[src/rtl/mem_port_arbiter.sv]
// mem_port_arbiter: arbitrates the instruction-fetch port (I, read-only) and
// the load/store port (D, read/write) onto a single-ported memory, sequences
// the start/ready handshake, returns data with a one-cycle ack to the owner,
// and aborts a transaction whose memory never finishes.
module mem_port_arbiter #(
  parameter int AW      = 8,
  parameter int DW      = 16,
  parameter int TIMEOUT = 15
) (
  input  logic          clk,
  input  logic          reset,
  input  logic          i_req,
  input  logic [AW-1:0] i_addr,
  output logic          i_ack,
  output logic [DW-1:0] i_rdata,
  input  logic          d_req,
  input  logic          d_rwn,
  input  logic [AW-1:0] d_addr,
  input  logic [DW-1:0] d_wdata,
  output logic          d_ack,
  output logic [DW-1:0] d_rdata,
  output logic          mem_start,
  output logic          mem_rwn,
  output logic [AW-1:0] mem_addr,
  output logic [DW-1:0] mem_wdata,
  input  logic          mem_ready,
  input  logic [DW-1:0] mem_rdata,
  output logic          grant_d,
  output logic          mem_err
);

  // Watchdog wide enough to hold TIMEOUT.
  localparam int WDW = $clog2(TIMEOUT + 1);

  typedef enum logic [1:0] {
    IDLE  = 2'd0,
    ISSUE = 2'd1,
    WAIT  = 2'd2,
    RESP  = 2'd3
  } state_e;

  state_e          state_q, state_d;
  logic            last_d_q, last_d_d;       // 1 = previous grant went to D
  logic            grant_d_q, grant_d_d;     // owner of current/last transaction
  logic            mem_start_q, mem_start_d;
  logic            mem_rwn_q, mem_rwn_d;
  logic [AW-1:0]   mem_addr_q, mem_addr_d;
  logic [DW-1:0]   mem_wdata_q, mem_wdata_d;
  logic            i_ack_q, i_ack_d;
  logic            d_ack_q, d_ack_d;
  logic [DW-1:0]   i_rdata_q, i_rdata_d;
  logic [DW-1:0]   d_rdata_q, d_rdata_d;
  logic            busy_seen_q, busy_seen_d;
  logic [WDW-1:0]  wd_q, wd_d;
  logic            mem_err_q, mem_err_d;
  logic            pick_d_s;

  // Next-state and next-output computation for the arbiter/sequencer FSM.
  always_comb begin
    state_d     = state_q;
    last_d_d    = last_d_q;
    grant_d_d   = grant_d_q;
    mem_start_d = 1'b0;
    mem_rwn_d   = mem_rwn_q;
    mem_addr_d  = mem_addr_q;
    mem_wdata_d = mem_wdata_q;
    i_ack_d     = 1'b0;
    d_ack_d     = 1'b0;
    i_rdata_d   = i_rdata_q;
    d_rdata_d   = d_rdata_q;
    busy_seen_d = busy_seen_q;
    wd_d        = wd_q;
    mem_err_d   = mem_err_q;
    pick_d_s    = 1'b0;

    case (state_q)
      IDLE: begin
        // On a tie the port that did not win last time gets the memory.
        if (i_req && d_req) begin
          pick_d_s = ~last_d_q;
        end else begin
          pick_d_s = d_req;
        end
        if (i_req || d_req) begin
          grant_d_d   = pick_d_s;
          last_d_d    = pick_d_s;
          mem_addr_d  = pick_d_s ? d_addr : i_addr;
          mem_rwn_d   = pick_d_s ? d_rwn : 1'b1;
          mem_wdata_d = pick_d_s ? d_wdata : {DW{1'b0}};
          mem_start_d = 1'b1;
          busy_seen_d = 1'b0;
          wd_d        = {WDW{1'b0}};
          state_d     = ISSUE;
        end else begin
          state_d = IDLE;
        end
      end

      ISSUE: begin
        // Memory accepts the strobe on the edge where it reports ready.
        if (mem_ready) begin
          mem_start_d = 1'b0;
          state_d     = WAIT;
        end else begin
          mem_start_d = 1'b1;
          state_d     = ISSUE;
        end
      end

      WAIT: begin
        // Completion means the memory went busy and has come back idle.
        if (busy_seen_q && mem_ready) begin
          if (mem_rwn_q) begin
            if (grant_d_q) begin
              d_rdata_d = mem_rdata;
            end else begin
              i_rdata_d = mem_rdata;
            end
          end else begin
            d_rdata_d = d_rdata_q;
          end
          i_ack_d = ~grant_d_q;
          d_ack_d = grant_d_q;
          state_d = RESP;
        end else if (wd_q == WDW'(TIMEOUT - 1)) begin
          // Hung memory: flag it and hand back an all-ones read value.
          mem_err_d = 1'b1;
          if (mem_rwn_q) begin
            if (grant_d_q) begin
              d_rdata_d = {DW{1'b1}};
            end else begin
              i_rdata_d = {DW{1'b1}};
            end
          end else begin
            d_rdata_d = d_rdata_q;
          end
          i_ack_d = ~grant_d_q;
          d_ack_d = grant_d_q;
          state_d = RESP;
        end else begin
          wd_d = wd_q + WDW'(1);
          if (!mem_ready) begin
            busy_seen_d = 1'b1;
          end else begin
            busy_seen_d = busy_seen_q;
          end
          state_d = WAIT;
        end
      end

      RESP: begin
        busy_seen_d = 1'b0;
        wd_d        = {WDW{1'b0}};
        state_d     = IDLE;
      end

      default: begin
        state_d = IDLE;
      end
    endcase
  end

  // State and registered-output flops with synchronous reset.
  always_ff @(posedge clk) begin
    if (reset) begin
      state_q     <= IDLE;
      last_d_q    <= 1'b0;
      grant_d_q   <= 1'b0;
      mem_start_q <= 1'b0;
      mem_rwn_q   <= 1'b0;
      mem_addr_q  <= {AW{1'b0}};
      mem_wdata_q <= {DW{1'b0}};
      i_ack_q     <= 1'b0;
      d_ack_q     <= 1'b0;
      i_rdata_q   <= {DW{1'b0}};
      d_rdata_q   <= {DW{1'b0}};
      busy_seen_q <= 1'b0;
      wd_q        <= {WDW{1'b0}};
      mem_err_q   <= 1'b0;
    end else begin
      state_q     <= state_d;
      last_d_q    <= last_d_d;
      grant_d_q   <= grant_d_d;
      mem_start_q <= mem_start_d;
      mem_rwn_q   <= mem_rwn_d;
      mem_addr_q  <= mem_addr_d;
      mem_wdata_q <= mem_wdata_d;
      i_ack_q     <= i_ack_d;
      d_ack_q     <= d_ack_d;
      i_rdata_q   <= i_rdata_d;
      d_rdata_q   <= d_rdata_d;
      busy_seen_q <= busy_seen_d;
      wd_q        <= wd_d;
      mem_err_q   <= mem_err_d;
    end
  end

  assign i_ack     = i_ack_q;
  assign i_rdata   = i_rdata_q;
  assign d_ack     = d_ack_q;
  assign d_rdata   = d_rdata_q;
  assign mem_start = mem_start_q;
  assign mem_rwn   = mem_rwn_q;
  assign mem_addr  = mem_addr_q;
  assign mem_wdata = mem_wdata_q;
  assign grant_d   = grant_d_q;
  assign mem_err   = mem_err_q;

endmodule

[config.mk]
export PLATFORM = sky130hd
export DESIGN_NAME = mem_port_arbiter
export DESIGN_NICKNAME = d
export VERILOG_FILES = /design/src/rtl/mem_port_arbiter.sv
export SDC_FILE = /design/constraint.sdc
export NUM_CORES = 1
export LEC_CHECK = 0
export CAP_MARGIN = 5
export CORE_UTILIZATION = 35
export DETAILED_ROUTE_END_ITERATION = 8
export PLACE_DENSITY = 0.65
export SLEW_MARGIN = 10
export SYNTH_ARGS = -nofsm -noshare
export SYNTH_HDL_FRONTEND = slang
export SYNTH_SLANG_ARGS = --single-unit
[constraint.sdc]
create_clock -name clk -period 2 [get_ports clk]
set_clock_uncertainty 0.1 [all_clocks]
set_input_delay 0.5 -clock clk [delete_from_list [all_inputs] [get_ports clk]]
set_output_delay 0.5 -clock clk [all_outputs]
set_load 0.05 [all_outputs]
==> out/results.ini <==
[cts]
cts_root_buf = clkbuf_8
path_clk_slew_ns = 0.07
cts_setup_buffers = 0
clock-sinks = 69
tritoncts = yes
clock_latency_ns = 0.34
cts_hold_buf = 0
cts_max_path_buffers = 2
cts_resized = 0
htreeDepth = 3
cts_inserted_buffers = 9

[detailed_routing]
num_vias = 2643
wirelength_um = 7170
final_antenna_net_count = 0
routedWlPerCell_um = 12.8
drc = 0
drtIter0Drc = 83
avgViaCountPerCell = 4.72
drt_first_pass_iters = 4

[global_route]
grt_pass1_vias = 2524
grt_start_max_net_pins = 38
grt_overflow = 0
antenna_found_initial = 0
grt_pass1_wl_um = 11900
gr-usage-all-layers_pct = 17.8

[pwr]
vdd_drop_max_mv = 0.409
power.total_uw = 3300
leakagePower_uw = 0.00178
p_per_area_nw_per_um2 = 770

[yosys]
ys_seq_area_share_pct = 48.5
synth_nets = 390
avgSynthCellArea_um2 = 8.53
yosys_warnings = 0
synth_cell_types = 39
ys_ff_latch = 69
syn_inst = 334
syn-cell-area_um2 = 2850

[sta]
finalSetupTns_ns = 0
period_needed_ns = 1.77
final_max_slew_viol_count = 0
hold-worst-slack_ns = 0.374
min_period_over_period_pct = 88.7
rsz0062_at_grt = no
setup_ws_ns = 0.225
finalHoldViolCount = 0
fmax_mhz = 564
setup_viol = 0
worst_slew_pin_slew_ns = 0.383
slew_headroom_pct = 74.5

[critical_path]
cp-end-kind = register
critPathLaunchType = register
crit_chain = inv_1 > ha_1 > a32oi_2 > and4b_1 > buf_12 > o21ai_0
cp_slowest_cell = dfxtp_1
required_ns = 2.16
crit_fanout = 32
worstPathArrival_ns = 1.93
slowest_delay_ns = 0.38
path_class = register to register

[hold_path]
worstHoldPathType = register to register

[placement]
pre_cts_ws_ns = -0.0600
place.port_buffers = 115
gp_congestion = 0.751
dp_cells = 545
dpl.hpwl_um = 5230

[finish]
fin_nets = 510
nFillCells = 738
areaGrowthSynthToFinish_pct = 50.3
multi_input_area_um2 = 1290
regArea_um2 = 1380
final_layout_size_suffix_gt1_share_pct = 22.7
stdcell_count = 560
layout.cells.most_common = buf_4
final_cell_mix = buf_4, dfxtp_1, clkdlybuf4s50_1
antenna_cells = 0

[die]
pin_count = 116
die_area_um2 = 8500
start_util_pct = 36.5
die_h_um = 92.2
die_x_um = 92.2
row_count = 32
fp.coreArea_um2 = 7810

[run]
drv_cap = 0

[status]
status = finished, final reports clean

==> report_power, final <==
part | total, µW | leakage [µW] | switching [µW] | internal [µW]
logic | 608 | 0.00112 | 339 | 270
registers | 1470 | 0.000561 | 40.1 | 1430
clock network | 1220 | 0.000101 | 526 | 695
total | 3300 | 0.00178 | 905 | 2390
==> final cells by class <==
class                           instances  share of cell area, %
Sequential cell                        69                   32.3
Clock inverter                          6                   2.08
Inverter                               17                   1.49
Clock buffer                            9                   2.89
Multi-Input combinational cell        223                   30.0
Tap cell                              102                   2.98
Timing Repair Buffer                  134                   28.2
==> synthesized netlist by cell type <==
cell / number / area share, %
a211oi_1: 8 / 2.1
a21boi_1: 1 / 0.26
a21oi_1: 26 / 4.6
a22oi_1: 16 / 4.2
a32oi_2: 1 / 0.57
and2_1: 3 / 0.66
and2b_1: 1 / 0.26
and4b_1: 1 / 0.35
buf_2: 9 / 1.6
buf_4: 2 / 0.53
buf_6: 1 / 0.40
clkbuf_1: 11 / 1.4
clkbuf_2: 1 / 0.18
clkbuf_4: 1 / 0.26
dfxtp_1: 69 / 49
ha_1: 2 / 0.88
inv_1: 17 / 2.2
mux2i_1: 8 / 2.8
nand2_1: 33 / 4.3
nand2b_1: 33 / 7.2
nand2b_2: 1 / 0.31
nand3_1: 2 / 0.35
nand3b_1: 1 / 0.26
nor2_1: 30 / 4.0
nor2_4: 1 / 0.40
nor2b_1: 3 / 0.66
nor3_1: 2 / 0.35
nor4_1: 1 / 0.22
nor4b_1: 1 / 0.31
nor4b_2: 1 / 0.53
o21ai_0: 31 / 5.4
o21ai_1: 9 / 1.6
o21ba_2: 1 / 0.35
o21bai_1: 1 / 0.26
o22ai_2: 1 / 0.44
o31ai_1: 1 / 0.26
or3_1: 1 / 0.22
or4_1: 1 / 0.26
or4_4: 1 / 0.40
==> per-layer routing <==
layer / GRT usage, % / share of wire, % / wire [µm]
met3: 6.47 / 9.5 / 683
met5: 0 / 0 / 0
met2: 26.4 / 43 / 3120
met1: 23.0 / 46 / 3300
met4: 7.81 / 1.0 / 72
==> cell families (layout without fill, tap and decap cells) <==
| logic type | count (synthesis) | count (layout) | share of synthesized area (%) |
|---|---|---|---|
| compound gates | 96 | 96 | 20.1 |
| flops | 69 | 69 | 48.5 |
| mux | 8 | 8 | 2.81 |
| buf+inv | 42 | 166 | 6.63 |
| fa+ha+maj | 2 | 2 | 0.879 |
| simple gates | 117 | 117 | 21.1 |
==> state kept, by name (all words and copies together) (netlist names), named ones only <==
name         flops
busy_seen_q      1
d_ack            1
d_rdata         16
grant_d          1
i_ack            1
i_rdata         16
mem_addr         8
mem_err          1
mem_rwn          1
mem_start        1
mem_wdata       16
state_q          1
wd_q             4
==> critical path: cells and delay by family (launching register included) <==
| kind | cells | cell delay [ns] |
|---|---|---|
| AND/OR/NAND/NOR | 1 | 0.26 |
| flip-flops | 1 | 0.38 |
| adder cells (fa/ha/maj) | 1 | 0.22 |
| buffers and inverters | 2 | 0.24 |
| AO/OA/AOI/OAI | 2 | 0.49 |
==> path summary, 6_finish.rpt <==
path                       startpoint                  endpoint  slack [ns]  cells past startpoint
min reg2reg  d_rdata[11]$_SDFFE_PP0P_  d_rdata[11]$_SDFFE_PP0P_        0.37                      2
max reg2reg      wd_q[0]$_SDFFE_PP0P_   d_rdata[6]$_SDFFE_PP0P_        0.23                      6
max              wd_q[0]$_SDFFE_PP0P_   d_rdata[6]$_SDFFE_PP0P_        0.23                      6
min          d_rdata[11]$_SDFFE_PP0P_  d_rdata[11]$_SDFFE_PP0P_        0.37                      2
==> metrics by stage <==
stage               util, %  area (µm²)
finish                 54.8        4280
global route           54.8        4280
CTS                    54.8        4280
detailed placement     52.1        4070
global placement       52.1        4070
floorplan                 -        2850
Power figures use the tool's default switching activity.
